--- config.mk ---
export PLATFORM = sky130hd
export DESIGN_NAME = udcnt_ctl
export DESIGN_NICKNAME = d
export VERILOG_FILES = /design/src/rtl/udcnt_ctl.sv
export SDC_FILE = /design/constraint.sdc
export NUM_CORES = 1
export LEC_CHECK = 0
export ABC_AREA = 1
export ABC_CLOCK_PERIOD_IN_PS = 1800
export CAP_MARGIN = 20
export CORE_UTILIZATION = 49
export CTS_BUF_LIST = sky130_fd_sc_hd__clkbuf_2 sky130_fd_sc_hd__clkbuf_4 sky130_fd_sc_hd__clkbuf_8
export CTS_CLUSTER_SIZE = 25
export DETAILED_ROUTE_END_ITERATION = 16
export MAX_ROUTING_LAYER = met4
export PLACE_DENSITY = 0.87
export RECOVER_POWER = 25
export SETUP_SLACK_MARGIN = 0.5
export SYNTH_ARGS = -nofsm -noshare
export SYNTH_HDL_FRONTEND = slang
export SYNTH_SLANG_ARGS = --single-unit
--- constraint.sdc ---
create_clock -name clk -period 1.8 [get_ports clk]
set_input_delay 0.45 -clock clk [delete_from_list [all_inputs] [get_ports clk]]
set_output_delay 0.45 -clock clk [all_outputs]
set_load 0.05 [all_outputs]
--- src/rtl/udcnt_ctl.sv ---
// Up/down counter controller: reload register, RUN/IDLE sequencing and
// terminal-count detection over a carry-chained bank of 1-bit slices.
module udcnt_ctl #(
   parameter int W = 16
) (
   input  logic         clk,
   input  logic         resl,
   input  logic         wr,
   input  logic [W-1:0] din,
   input  logic         start,
   input  logic         stop,
   input  logic         ce,
   input  logic         up,
   input  logic         mode,
   output logic [W-1:0] cnt,
   output logic         tc,
   output logic         busy
);

   typedef enum logic {IDLE, RUN} state_t;

   state_t       state, state_nx;
   logic [W-1:0] rl;
   logic [W-1:0] cnt_nx;
   logic [W-1:0] stepped;
   logic [W:0]   ci;
   logic         co;
   logic         tc_nx;

   // Ripple chain: each slice toggles on carry-in and passes carry when
   // its bit equals the direction (all-ones going up, all-zeros going down).
   always_comb begin
      ci[0]   = ce & (state == RUN);
      stepped = '0;
      for (int unsigned i = 0; i < W; i++) begin
         ci[i+1]    = ci[i] & ~(cnt[i] ^ up);
         stepped[i] = cnt[i] ^ ci[i];
      end
   end

   assign co = ci[W];

   always_comb begin
      state_nx = state;
      cnt_nx   = cnt;
      tc_nx    = 1'b0;
      case (state)
         IDLE: begin
            if (start && !stop) begin
               cnt_nx   = rl;
               state_nx = RUN;
            end
         end
         RUN: begin
            if (stop) begin
               state_nx = IDLE;
            end else if (start) begin
               cnt_nx = rl;
            end else if (co) begin
               // Terminal reload replaces the wrap the chain would produce.
               cnt_nx = rl;
               tc_nx  = 1'b1;
               if (!mode) state_nx = IDLE;
            end else begin
               cnt_nx = stepped;
            end
         end
         default: state_nx = IDLE;
      endcase
   end

   always_ff @(posedge clk or negedge resl) begin
      if (!resl) begin
         state <= IDLE;
         cnt   <= '0;
         rl    <= '0;
         tc    <= 1'b0;
      end else begin
         state <= state_nx;
         cnt   <= cnt_nx;
         tc    <= tc_nx;
         if (wr) rl <= din;
      end
   end

   assign busy = (state == RUN);

endmodule

==> results by group, run 1 <==
Finish
  • Fin area: 0.00362 sq mm
  • Commonest non-fill, non-tap cell in the layout: nand2_1
  • Inserted Diodes: 0
  • Nets: 400
  • Fraction of layout cells with a size suffix above 1: 46.2%
  • Filler instances: 185
  • Layout Utilization: 87.4%
  • Layout area overhead: 64.9%
  • Most frequent cells in the layout: 63 x nand2_1, 38 x buf_4, 31 x inv_1

Status
  • Outcome: finished, violations left
  • Failing checks: negative setup slack

Global routing
  • Grt ovf: 0
  • Largest net degree at the start of global routing: 35
  • Vias in the first global route: 2382
  • First-pass GRT wire length: 11800 um
  • Initial antenna violation count: 0
  • Total GRT Usage: 36.6%

Clock tree
  • # H-tree levels: 2
  • CTS buffer count: 5
  • Worst skew pair latency: 300 ps
  • Clk slew on worst S/H paths: 80 ps
  • CTS sink cnt: 34
  • CTS Root Cell: clkbuf_8
  • CTS tree: yes
  • Max clock buf depth: 2

Drt
  • Remaining DRCs: 0
  • DR WL/cell: 22.5 um
  • First-pass DRT Iterations: 5
  • Total Wirelength: 9610 um
  • Initial DRC count: 332
  • DR vias/cell: 6.28
  • Final ANT Viol Nets: 0
  • Vias: 2681

Yosys
  • Yosys warning count: 0
  • Yosys reg bits: 34
  • Mapped Avg Cell Area: 7.87 sq um
  • Seq/Total Area, Yosys: 38.7%
  • Largest cells by area after synthesis: dfrtp_1 39%, nand2_1 13%, inv_1 5.8%, nand3_1 5.0%, xor2_1 4.4%
  • Area leader, netlist: dfrtp_1
  • Synthesized area: 0.00220 sq mm
  • Synthesized Nets: 303
  • Yosys cell types: 35
  • Share of the synthesized area in the top cell type: 38.7%
  • Mapped Cells: 279

Timing
  • Slew HR: 39.5%
  • Worst Tran Pin Value: 907 ps
  • Min Hold Slack: 521 ps
  • Fmax achieved: 450 MHz
  • Endpoints failing setup: 18
  • Clock Skew: 12.6 ps
  • Fin. max-slew vios: 0
  • Fin worst setup slack: -421 ps
  • Hold Fails Final Rpt: 0
  • Final period util: 123%
  • Clock period minus worst slack: 2220 ps
  • RSZ-0062 raised after global routing: true

Flow run
  • Max cap viols: 0

Die
  • Standard-cell rows: 23
  • Die area: 0.00476 sq mm
  • Ports: 42
  • Initial core utilization: 53.0%
  • Die width: 69.0 um
  • Core area: 0.00414 sq mm
  • Die height: 69.0 um

Power and ir drop
  • Worst vdd ir: 796 uV
  • Pwr per Cell Area: 876 mW/mm^2
  • Pleak: 1.70 nW

Placement
  • GP Congestion: 0.889
  • DP Wirelength: 4170 um
  • Placed Area: 0.00291 sq mm
  • PortBufs: 41

Hold path
  • Hold Crit Class: reg2reg
  • Min-delay src: rl[15]
  • Worst Hold Path EP: rl[15]
  • Hold Path Cell Cnt: 1

Setup path
  • Required @ worst endpoint: 1980 ps
  • Worst flop-to-flop path startpoint: cnt[5]
  • Reg-to-reg slack, setup: -420 ps
  • Crit path launch type: flip-flop
  • Worst Setup End Kind: flip-flop
  • Critical path arrival: 2400 ps
  • Critical path type: reg2reg
  • RR Endpoint: cnt[11]
  • Worst R2R Path Depth: 13
  • Critical path peak fanout: 7
[area by class of cell]
type | instances | area [sq um] | share of cell area (%)
Multi-Input combinational cell | 197 | 1370 | 37.7
Tap cell | 50 | 62.6 | 1.73
Clock buffer | 5 | 68.8 | 1.90
Clock inverter | 3 | 45.0 | 1.24
Timing Repair Buffer | 102 | 1080 | 29.9
Sequential cell | 34 | 863 | 23.8
Inverter | 36 | 135 | 3.73
[cells by family after synthesis]
family / count (synthesis) / share of synthesized area, %
AND/OR/NAND/NOR: 147 / 35.1
buffers and inverters: 48 / 9.91
AO/OA/AOI/OAI: 34 / 9.45
flip-flops: 34 / 38.7
XOR/XNOR: 12 / 4.78
multiplexers: 4 / 2.05
[cell usage after synthesis, drive strengths merged]
master and count:
o31ai 1, inv 36, nand2 81, buf 9, dfrtp 34, a21oi 8
nor4 1, xnor2 1, mux2 4, nand3b 2, nor2 26, o21ai 25
or2 1, clkbuf 3, nor3b 1, nor3 1, xor2 11, nand3 29
nand4 5
[worst max path at each step]
stage                     startpoint  endpoint  slack, ps
final                         cnt[5]   cnt[11]       -420
after global routing          cnt[5]   cnt[11]       -450
after floorplan               cnt[0]   cnt[14]        -60
after CTS                     cnt[0]    cnt[3]       -150
after detailed placement          up    cnt[1]       -750
after global placement            up   cnt[12]       -670
[critical path, cell delays in order, from the launching register on]
cell      delay (ps)
dfrtp_2          460
buf_6            120
nand3_1          130
nand2_2          130
inv_2             60
nor2_4           120
nand4_4          110
nor2_4           170
nand3_4          210
buf_6            200
nand3b_1         110
nand2_1          110
nand2_1           90
nand2_1           80
[through the flow]
stage,TNS (ps),instances,total power (W),setup WS [ps]
after detailed placement,-12700,392,0.00199,-748
final,-5460,427,0.00317,-421
after global placement,-11040,392,0.00195,-668
after CTS,-1910,416,0.00288,-147
after floorplan,-494,279,0.00156,-56.6
after global routing,-6250,427,0.00326,-454
[flip-flops by register name, summed over array words and instances, names as in the netlist]
register,cells
cnt,16
rl,16
busy,1
tc,1
[report_power, final]
part	switching (W)	leakage, nW	internal (W)
sequential	0.000114	0.398	0.000867
combinational	0.000846	1.25	0.000606
clock	0.000329	0.0504	0.000412
total	0.00129	1.70	0.00189
[metal layers]
metal / part of all wire [%] / track usage (%) / up-vias
li1: - / - / 1070
met1: 37 / 41.7 / 1290
met2: 48 / 59.5 / 249
met3: 9.0 / 8.72 / 72
met4: 6.4 / 19.4 / 0
met5: 0 / - / -
[what timing repair did]
action | in CTS | in global routing
pin swaps | 17 | 20
setup endpoints to repair | 49 | 36
gates resized for setup | 55 | 47
gates cloned | 1 | 0
buffers inserted | 15 | 11
hold buffers | 0 | 0
No activity file was read; power rests on OpenSTA's default activity.
==> inputs of run 2 (changes only) <==
--- a/config.mk
+++ b/config.mk
@@ -10,7 +10,7 @@
 export CAP_MARGIN = 20
 export CORE_UTILIZATION = 49
 export CTS_BUF_LIST = sky130_fd_sc_hd__clkbuf_2 sky130_fd_sc_hd__clkbuf_4 sky130_fd_sc_hd__clkbuf_8
-export CTS_CLUSTER_SIZE = 25
+export CTS_CLUSTER_SIZE = 16
 export DETAILED_ROUTE_END_ITERATION = 16
 export MAX_ROUTING_LAYER = met4
 export PLACE_DENSITY = 0.87
==> results of run 2 <==
Same layout as run 1: the final DEF is identical, and so are final timing and power.
==> inputs of run 3 (changes only) <==
--- a/config.mk
+++ b/config.mk
@@ -6,14 +6,14 @@
 export NUM_CORES = 1
 export LEC_CHECK = 0
 export ABC_AREA = 1
-export ABC_CLOCK_PERIOD_IN_PS = 1800
+export ABC_CLOCK_PERIOD_IN_PS = 2800
 export CAP_MARGIN = 20
-export CORE_UTILIZATION = 49
+export CORE_UTILIZATION = 58
 export CTS_BUF_LIST = sky130_fd_sc_hd__clkbuf_2 sky130_fd_sc_hd__clkbuf_4 sky130_fd_sc_hd__clkbuf_8
 export CTS_CLUSTER_SIZE = 16
 export DETAILED_ROUTE_END_ITERATION = 16
 export MAX_ROUTING_LAYER = met4
-export PLACE_DENSITY = 0.87
+export PLACE_DENSITY = 0.95
 export RECOVER_POWER = 25
 export SETUP_SLACK_MARGIN = 0.5
 export SYNTH_ARGS = -nofsm -noshare
==> constraint.sdc (replaced) <==
create_clock -name clk -period 2.8 [get_ports clk]
set_input_delay 0.7 -clock clk [delete_from_list [all_inputs] [get_ports clk]]
set_output_delay 0.7 -clock clk [all_outputs]
set_load 0.05 [all_outputs]
==> run 3 against run 2 <==
Effect of this change: the flow now finishes without violations; sequential share of layout area is 5.2 points higher; sequential cell count stayed put; wire length is 31% lower; worst hold slack worse by 3.6 ps; cell area is 19% lower; final cell count is 11% lower; register-to-register slack better by 990 ps; setup slack better by 840 ps; critical path depth is 1 lower; via count is 17% lower; critical path type is now in2reg.
==> results by group, run 3 (synthesis gave the netlist of run 1 again) <==
Power and ir drop
  • Pwr per Cell Area: 558 mW/mm^2 (was 876 mW/mm^2)
  • Worst vdd ir: 361 uV (was 796 uV)
  • Final Power: 0.00163 W (was 0.00317 W)
  • Pleak: 1.45 nW (was 1.70 nW)

Die
  • Ports: 42 (unchanged)
  • Initial core utilization: 63.3% (was 53.0%)
  • Die area: 0.00404 sq mm (was 0.00476 sq mm)
  • Core area: 0.00347 sq mm (was 0.00414 sq mm)
  • Standard-cell rows: 21 (was 23)
  • Die width: 63.5 um (was 69.0 um)
  • Die height: 63.5 um (was 69.0 um)

Clock tree
  • CTS Hold Bufs: 0 (unchanged)
  • Clk slew on worst S/H paths: 70 ps (was 80 ps)
  • Max clock buf depth: 2 (unchanged)
  • Worst skew pair latency: 300 ps (about the same)
  • # H-tree levels: 2 (unchanged)
  • CTS Root Cell: clkbuf_8 (unchanged)
  • CTS sink cnt: 34 (unchanged)
  • CTS buffer count: 5 (unchanged)
  • CTS tree: yes (unchanged)

Finish
  • Inserted Diodes: 0 (unchanged)
  • Most frequent cells in the layout: 73 x nand2_1, 34 x inv_1, 34 x dfrtp_1 (was 63 x nand2_1, 38 x buf_4, 31 x inv_1)
  • Commonest non-fill, non-tap cell in the layout: nand2_1 (unchanged)
  • Fraction of layout cells with a size suffix above 1: 20.7% (was 46.2%)
  • Layout area overhead: 33.4% (was 64.9%)
  • Layout Utilization: 84.5% (was 87.4%)
  • Largest regs: cnt: 16 flops, rl: 16 flops (unchanged)
  • Nets: 356 (was 400)

Drt
  • Vias: 2231 (was 2681)
  • Initial DRC count: 207 (was 332)
  • First-pass DRT Iterations: 6 (was 5)
  • DR vias/cell: 5.89 (was 6.28)
  • DR WL/cell: 17.5 um (was 22.5 um)
  • Remaining DRCs: 0 (unchanged)
  • Final ANT Viol Nets: 0 (unchanged)
  • Total Wirelength: 6630 um (was 9610 um)

Global routing
  • M1 GR Usage: 38.1% (was 41.7%)
  • M3 GR Usage: 7.25% (was 8.72%)
  • Grt ovf: 0 (unchanged)
  • Vias in the first global route: 2060 (was 2382)
  • Met2 GRT Util: 53.9% (was 59.5%)
  • Grt peak-use layer: met2 (unchanged)
  • Total GRT Usage: 33.5% (was 36.6%)
  • First-pass GRT wire length: 9790 um (was 11800 um)
  • Largest net degree at the start of global routing: 35 (unchanged)
  • Initial antenna violation count: 0 (unchanged)

Setup path
  • Crit path launch type: primary input (was flip-flop)
  • Slowest stage cell, crit path: o21ai_2 (was dfrtp_2)
  • CP delay by family, top: simple AND/OR/NAND/NOR gates (unchanged)
  • Critical path peak fanout: 6 (was 7)
  • Critical path type: in2reg (was reg2reg)
  • Critical path arrival: 2580 ps (was 2400 ps)
  • Buf/Inv on CP: 4 (was 3)
  • Crit-path cells: buf_2 -> inv_1 -> buf_4 -> nand2_1 -> o21ai_2 -> nand4_4 -> nor2_4 -> nand3_4 -> buf_6 -> a21oi_2 -> nor2_2 -> nor2_1 (was buf_6 -> nand3_1 -> nand2_2 -> inv_2 -> nor2_4 -> nand4_4 -> nor2_4 -> nand3_4 -> buf_6 -> nand3b_1 -> nand2_1 -> nand2_1 -> nand2_1)
  • Required @ worst endpoint: 3000 ps (was 1980 ps)
  • Critical path's largest stage delay: 250 ps (was 460 ps)
  • Worst Setup End Kind: flip-flop (unchanged)

Timing
  • Fin. max-slew vios: 0 (unchanged)
  • Clock Skew: 8.43 ps (was 12.6 ps)
  • Hold Fails Final Rpt: 0 (unchanged)
  • RSZ-0062 raised after global routing: true (unchanged)
  • Clock period minus worst slack: 2380 ps
  • Slew HR: 44.2% (was 39.5%)
  • Endpoints failing setup: 0 (was 18)
  • Final period util: 85.1%
  • Setup TNS: 0 ps (was -5460 ps)
  • Worst Tran Pin Value: 836 ps (was 907 ps)
  • Fmax achieved: 419 MHz

Status
  • Outcome: complete, no violations (was finished, violations left)

Placement
  • GP Congestion: 0.893 (was 0.889)
  • PortBufs: 41 (unchanged)
  • DP Wirelength: 3630 um (was 4170 um)

Flow run
  • Max cap viols: 0 (unchanged)

Hold path
  • Hold Crit Class: reg2reg (unchanged)
## run 3: final cells by class
class / instances / area (sq um)
well taps: 46 / 57.6
repair buffers: 58 / 624
flip-flops and latches: 34 / 851
clock inverters: 1 / 5.00
inverters: 36 / 135
clock buffers: 7 / 90.1
fillers: 174 / 538
multi-input cells: 197 / 1170
## run 3: through the flow
stage          instances  hold WS, ps  cell area, sq um  worst slack (ps)
3_5_place_dp         362          506              2670             -75.4
4_1_cts              375          518              2870               496
5_1_grt              379          536              2930               377
3_3_place_gp         362          492              2670              63.3
2_1_floorplan        279          404              2200               705
6_report             379          517              2930               416
## run 3: path summary, 6_finish.rpt
path	from	end	slack (ps)	cells after the start
max	up	cnt[13]	420	12
min	rl[0]	rl[0]	520	1
max reg2reg	cnt[3]	cnt[13]	570	11
min reg2reg	rl[0]	rl[0]	520	1
max in group asynchronous	resl	rl[7]	1240	2
min in group asynchronous	resl	busy	1040	2
## run 3: per-layer routing
layer  up-vias  routed length, um  part of all wire [%]
met1      1048               2400                    36
met3        41                570                   8.6
met2       155               3280                    50
met5         -                  0                     0
met4         0                377                   5.7
li1        987                  -                     -
## run 3: report_power, final
| group | leakage, nW | total [W] | internal, W | switching [W] |
|---|---|---|---|---|
| sequential | 0.409 | 0.000632 | 0.000553 | 0.0000787 |
| clock | 0.0517 | 0.000390 | 0.000208 | 0.000182 |
| combinational | 0.993 | 0.000613 | 0.000209 | 0.000404 |
| total | 1.45 | 0.00163 | 0.000969 | 0.000665 |
## run 3: timing repair
action                                  4_1_cts  5_1_grt
pin swaps                                     7        4
resized for setup                            12       12
gates cloned                                  2        0
endpoints found under the setup margin       18       23
buffers inserted                              3        4
